==> src/rtl/dma.sv <==
// dma: moves receiver FIFO bytes into RAM frames (with a completion flag) and
// streams RAM bytes to a transmitter, sharing the RAM bus granted by the CPU.
module dma #(
  parameter logic [7:0] RX_BASE      = 8'h00,
  parameter int         RX_LEN       = 3,
  parameter logic [7:0] RX_FLAG_ADDR = 8'h03,
  parameter logic [7:0] FLAG_VALUE   = 8'hFF,
  parameter logic [7:0] TX_BASE      = 8'h04,
  parameter int         TX_LEN       = 2
) (
  input  logic       Clk,
  input  logic       Rst_n,
  input  logic [7:0] RCVD_Data,
  input  logic       RX_Empty,
  input  logic       RX_Full,
  output logic       Data_Read,
  output logic [7:0] TX_Data,
  output logic       Valid_D,
  input  logic       Ack_out,
  input  logic       TX_RDY,
  output logic       DMA_Req,
  input  logic       DMA_Ack,
  input  logic       DMA_Tx_Start,
  output logic       DMA_Ready,
  output logic [7:0] Databus_Out,
  input  logic [7:0] Databus_In,
  output logic [7:0] RAM_Addr,
  output logic       RAM_Cs,
  output logic       RAM_Wen,
  output logic       RAM_Oen
);
  typedef enum logic [2:0] {
    IDLE, RX_REQ, RX_WRITE, RX_FLAG, TX_REQ, TX_READ, TX_SEND, TX_WAIT
  } state_t;

  state_t     r_state;
  logic [7:0] r_rx_cnt;
  logic [7:0] r_tx_cnt;
  logic [7:0] r_tx_byte;
  logic       r_tx_pending;
  logic       w_is_tx;
  logic       w_wr;
  logic       w_flag;
  logic       w_rd;
  logic       w_rx_last;
  logic       w_tx_last;
  logic       w_unused;

  assign w_unused = RX_Full;

  // Bus strobes are qualified by the live grant so nothing touches RAM without it.
  always_comb begin
    w_is_tx     = r_state inside {TX_REQ, TX_READ, TX_SEND, TX_WAIT};
    w_wr        = r_state == RX_WRITE && DMA_Ack && !RX_Empty;
    w_flag      = r_state == RX_FLAG && DMA_Ack;
    w_rd        = r_state == TX_READ && DMA_Ack;
    w_rx_last   = r_rx_cnt == 8'(RX_LEN - 1);
    w_tx_last   = r_tx_cnt == 8'(TX_LEN - 1);
    RAM_Cs      = w_wr || w_flag || w_rd;
    RAM_Wen     = w_wr || w_flag;
    RAM_Oen     = w_rd;
    RAM_Addr    = w_wr ? RX_BASE + r_rx_cnt : w_flag ? RX_FLAG_ADDR : w_rd ? TX_BASE + r_tx_cnt : 8'h00;
    Databus_Out = w_wr ? RCVD_Data : w_flag ? FLAG_VALUE : 8'h00;
    Data_Read   = w_wr;
    Valid_D     = (r_state == TX_SEND && TX_RDY) || r_state == TX_WAIT;
    TX_Data     = (r_state == TX_SEND || r_state == TX_WAIT) ? r_tx_byte : 8'h00;
    DMA_Req     = r_state inside {RX_REQ, RX_WRITE, RX_FLAG, TX_REQ, TX_READ};
    DMA_Ready   = r_state == IDLE && !r_tx_pending;
  end

  always_ff @(posedge Clk or negedge Rst_n) begin
    if (!Rst_n) begin
      r_state      <= IDLE;
      r_rx_cnt     <= 8'h00;
      r_tx_cnt     <= 8'h00;
      r_tx_byte    <= 8'h00;
      r_tx_pending <= 1'b0;
    end else begin
      if (DMA_Tx_Start && !w_is_tx)
        r_tx_pending <= 1'b1;
      case (r_state)
        IDLE:
          if (r_tx_pending || DMA_Tx_Start)
            r_state <= TX_REQ;
          else if (!RX_Empty)
            r_state <= RX_REQ;
        RX_REQ:
          if (DMA_Ack)
            r_state <= RX_WRITE;
        RX_WRITE:
          if (w_wr) begin
            r_state  <= w_rx_last ? RX_FLAG : IDLE;
            r_rx_cnt <= w_rx_last ? r_rx_cnt : r_rx_cnt + 8'd1;
          end
        RX_FLAG:
          if (w_flag) begin
            r_state  <= IDLE;
            r_rx_cnt <= 8'h00;
          end
        TX_REQ:
          if (DMA_Ack)
            r_state <= TX_READ;
        TX_READ:
          if (w_rd) begin
            r_tx_byte <= Databus_In;
            r_state   <= TX_SEND;
          end
        TX_SEND:
          if (TX_RDY)
            r_state <= TX_WAIT;
        TX_WAIT:
          if (Ack_out) begin
            r_state  <= w_tx_last ? IDLE : TX_REQ;
            r_tx_cnt <= w_tx_last ? 8'h00 : r_tx_cnt + 8'd1;
            if (w_tx_last)
              r_tx_pending <= 1'b0;
          end
        default:
          r_state <= IDLE;
      endcase
    end
  end
endmodule

==> config.mk <==
export PLATFORM = sky130hd
export DESIGN_NAME = dma
export DESIGN_NICKNAME = d
export VERILOG_FILES = /design/src/rtl/dma.sv
export SDC_FILE = /design/constraint.sdc
export NUM_CORES = 1
export LEC_CHECK = 0
export CORE_MARGIN = 2
export CORE_UTILIZATION = 47
export DETAILED_ROUTE_END_ITERATION = 12
export PLACE_DENSITY = 0.91
export SETUP_SLACK_MARGIN = 0.3
export SYNTH_ARGS = -nofsm -noshare
export SYNTH_HDL_FRONTEND = slang
export SYNTH_SLANG_ARGS = --single-unit
==> constraint.sdc <==
create_clock -name Clk -period 2.5 [get_ports Clk]
set_input_delay 0.625 -clock Clk [delete_from_list [all_inputs] [get_ports Clk]]
set_output_delay 0.625 -clock Clk [all_outputs]
set_load 0.01 [all_outputs]
==> flow_results.org <==
** Status
- The run finished with clean final reports.

** Critical path
- RR Startpoint :: r_state[2]
- The critical path contains buffers and inverters numbering 3 combined.
- Data required time at the worst endpoint :: 1.88 ns
- WP data arrival :: 1.74 ns
- The setup path with the least slack is of type flip-flop to output pin.
- CP delay by family, top :: buffers and inverters
- The critical path starts at r_state[1].
- STA classifies the critical path startpoint as a flip-flop.
- The critical path goes through buf_6 -> or3_4 -> buf_6 -> o21ai_1 -> buf_2.
- Among the stages of the critical path, the cell type that occurs most often is buf_6.
- Number of stages on the worst setup path :: 5
- Max incr delay on CP :: 0.44 ns
- Number of cells traversed by the worst register-to-register path :: 8
- In this run the worst path has a maximum fanout of 6.
- The worst setup path is captured at an output pin.
- CP max stage cell :: dfrtp_1

** Timing
- Worst Max-Slew Pin Slew :: 0.3616 ns
- Setup violations remaining at the end of the flow were counted as 0.
- Setup ws final :: 0.1374 ns
- In this run the tightest slew margin relative to its limit is 75.51%.
- Setup total negative slack on the finished layout was measured at 0 ns.
- Setup repair after global routing could not meet its margin everywhere.
- Final Slew Violations :: 0
- For the final database, setup skew stands at 0.006526 ns.
- Derived from the worst setup path, the maximum achievable clock frequency is 423.3 MHz.
- Post-layout minimum cycle time :: 2.363 ns
- Post-route clock period utilization :: 94.50%
- The total count of hold-check failures in the final report came to 0.

** Synthesis
- The mapped netlist covers 1848 sq um.
- Post-synthesis share of cell area spent on xor and xnor gates :: 3.791%
- Of the total synthesized cell area, the portion taken by full adders, half adders and majority gates is 4.062%.
- Part of the Yosys area used for sequential elements :: 37.91%
- Synthesis warning total :: 0
- Number of enable flip-flop cells after synthesis :: 0
- The most common cell in the synthesized netlist is nand2_1.
- Post-Synth Simple-Gate Area :: 32.30%
- Syn nets :: 257
- Synthesized instance count :: 227
- Number of distinct library cell variants in the gate-level netlist after synthesis :: 50
- Fraction of synthesis flops using an asynchronous set or reset pin :: 100.0%
- Post-synthesis sequential element count :: 28
- The commonest cells after synthesis are nand2_1, dfrtp_1, a21oi_1.
- After synthesis, the largest area contributor takes up 37.91% of total cell area.
- Cell types occupying the most area after synthesis :: dfrtp_1, nand2_1, and3_1
- In the synthesized netlist the dominant register cell turns out to be dfrtp_1.
- Synthesized-area fraction occupied by ao, oa, aoi and oai cells :: 14.62%
- Multiplexer cells account for 1.151% of the synthesized area.
- The synthesized design spends more area on one cell type than any other, namely dfrtp_1.
- Main combinational cell family by area after synthesis :: simple AND/OR/NAND/NOR gates
- Mean Syn Cell Area :: 8.141 sq um

** Place
- Including well taps, the total number of placed cells is 333.
- During placement, the flow inserted port buffers numbering 53.
- After legalization and detailed placement, the total HPWL measured 3491 um.
- Routability Congestion :: 0.8586
- Setup slack at placement :: -0.5285 ns
- Placed inst area :: 2505 sq um

** Drt
- Overall via count from detail_route :: 2,018
- In the routed layout, each cell is associated on average with a via count of 5.575.
- Avg WL per Cell :: 15.60 um
- Routed Antenna Nets :: 0
- Number of detailed-route iterations in the first pass :: 4
- After the first detailed-routing iteration, the DRC count stood at 108.
- Wirelength, routed :: 5646 um
- DRC Markers :: 0

** CTS
- The clock drives 28 sinks.
- Quantity of hold-fixing buffers added after cts :: 0
- Root buffer cell :: clkbuf_8
- Clock-pin slew was measured on the worst setup and hold paths at 0.10 ns.
- Clock latency on the worst-skew pair :: 0.28 ns
- H-tree Lvls :: 1
- TritonCTS built the clock tree.
- The longest clock path from root to sink contains 2 buffers.
- Clock tree synthesis inserted a total of 3 buffers.

** Finish
- Final std cell area, no fill :: 2813 sq um
- From synthesis to final layout, the design area changed by 52.20%.
- After the flow finishes, the layout carries non-filler instances totaling 362.
- Count of antenna diodes in the layout :: 0
- In the final design database the tool counted 345 nets.
- Of the cells placed in the final design, the portion with a size suffix greater than 1 is 32.17%.
- Fill cells in the final layout number 279.

** GRT
- Initial antenna violation count :: 0
- Congestion Overflow GR :: 0
- Global routing used 44.88% of the available met2 tracks.
- Pin count of the biggest net entering global routing :: 29
- Vias in the first global route :: 1,917
- For met1 alone, demand over resource in global routing was 35.10%.
- In this run the most used layer during global routing was met2.
- Global router's overall resource usage :: 26.38%
- First-pass GRT wire length :: 9059 um
- For met3 alone, demand over resource in global routing was 4.054%.

** Power and ir drop
- Overall power consumption after layout is estimated at 2586 uW.
- Power density cells :: 919.6 nW/um^2
- Max VDD drop :: 0.5875 mV
- In this run the static leakage power is 0.001439 uW.

** Worst hold path
- In this run the worst hold path is classified as flip-flop to flip-flop.
- The worst hold path begins at r_tx_byte[6].
- Counting instances, the worst hold path has a depth of 2.

** Floorplan
- Number of rows created at floorplan :: 22
- For this design the top-level I/O count stands at 55.
- Once the floorplan was initialized, standard cells occupied 49.73% of the core.
- Overall die width :: 66.71 um
- The core region is 3716 sq um.
- Vertical extent of the die :: 66.71 um
- Total die area :: 4450 sq um

** Flow run
- Max-cap violations :: 0
-- cells by family after synthesis --
group	count (synthesis)
fa+ha+maj	6
compound gates	43
xor+xnor	8
flops	28
simple gates	117
mux	2
buf+inv	23
-- final cells by class --
class	count	area, sq um	share of cell area (%)
multi-input combinational	176	1105	39.28
timing repair buffer	97	832.0	29.58
sequential	28	703.2	25.00
tap	48	60.06	2.135
clock buffer	3	41.29	1.468
inverter	9	41.29	1.468
clock inverter	1	30.03	1.068
-- worst min-delay path: stages, from the launching register on --
cell	delay, ns
dfrtp_1	0.35
nand2_1	0.05
nand2_1	0.05
-- metal layers --
metal | vias up | part of all wire (%)
met1 | 944 | 40
met5 | - | 0
met3 | 8 | 9.4
met4 | 0 | 1.2
li1 | 966 | -
met2 | 100 | 49
-- path summary, 6_finish.rpt --
check / endpoint / slack [ns]
min in group asynchronous: r_tx_byte[4] / 0.71
worst max-delay path: RAM_Addr[5] / 0.14
worst min register to register: r_tx_byte[6] / 0.48
worst max register to register: r_rx_cnt[6] / 0.51
max in group asynchronous: r_state[0] / 1.50
worst min-delay path: r_tx_byte[6] / 0.48
-- placed cells by master (no fill, tap or decap), types with 2 or more instances in the layout --
| master | instances |
|---|---|
| and3_1 | 12 |
| nand4_1 | 4 |
| nor3b_1 | 2 |
| o21ai_0 | 5 |
| dfrtp_2 | 2 |
| nand3_1 | 9 |
| dlygate4sd2_1 | 11 |
| xor2_1 | 5 |
| dfrtp_1 | 26 |
| xnor2_1 | 3 |
| o21ai_2 | 4 |
| inv_1 | 7 |
| o21ai_1 | 5 |
| nand2_1 | 48 |
| a31oi_1 | 2 |
| ha_1 | 5 |
| buf_4 | 29 |
| a21oi_1 | 10 |
| buf_6 | 18 |
| clkdlybuf4s50_1 | 20 |
| a21oi_2 | 3 |
| or3_1 | 3 |
| nor4_1 | 2 |
| clkbuf_8 | 3 |
| nand2_2 | 11 |
| nor2_1 | 8 |
| buf_2 | 17 |
| o31ai_1 | 2 |
| nor3_1 | 4 |
-- power by group --
group	switching, uW	total [uW]	internal (uW)	leakage, uW
registers	189	799	610	0.000346
logic	715	1420	710	0.00106
clock network	148	362	215	0.0000357
total	1050	2590	1530	0.00144
-- state kept, by name (all words and copies together), names as in the netlist --
register      count
r_tx_byte         8
r_tx_cnt          8
r_tx_pending      1
r_rx_cnt          8
r_state           3
-- timing repair --
item,4_1_cts,5_1_grt
cloned,1,0
pin swaps,8,12
resized for setup,118,25
setup buffers,17,7
endpoints found under the setup margin,31,21
-- per-stage QoR --
stage | hold slack (ns) | utilization [%]
3_5_place_dp | 0.4555 | 67.41
4_1_cts | 0.4798 | 72.22
5_1_grt | 0.5020 | 75.69
6_report | 0.4751 | 75.69
2_1_floorplan | 0.3294 | -
3_3_place_gp | 0.4495 | 67.41
(Power assumes the default switching activity.)
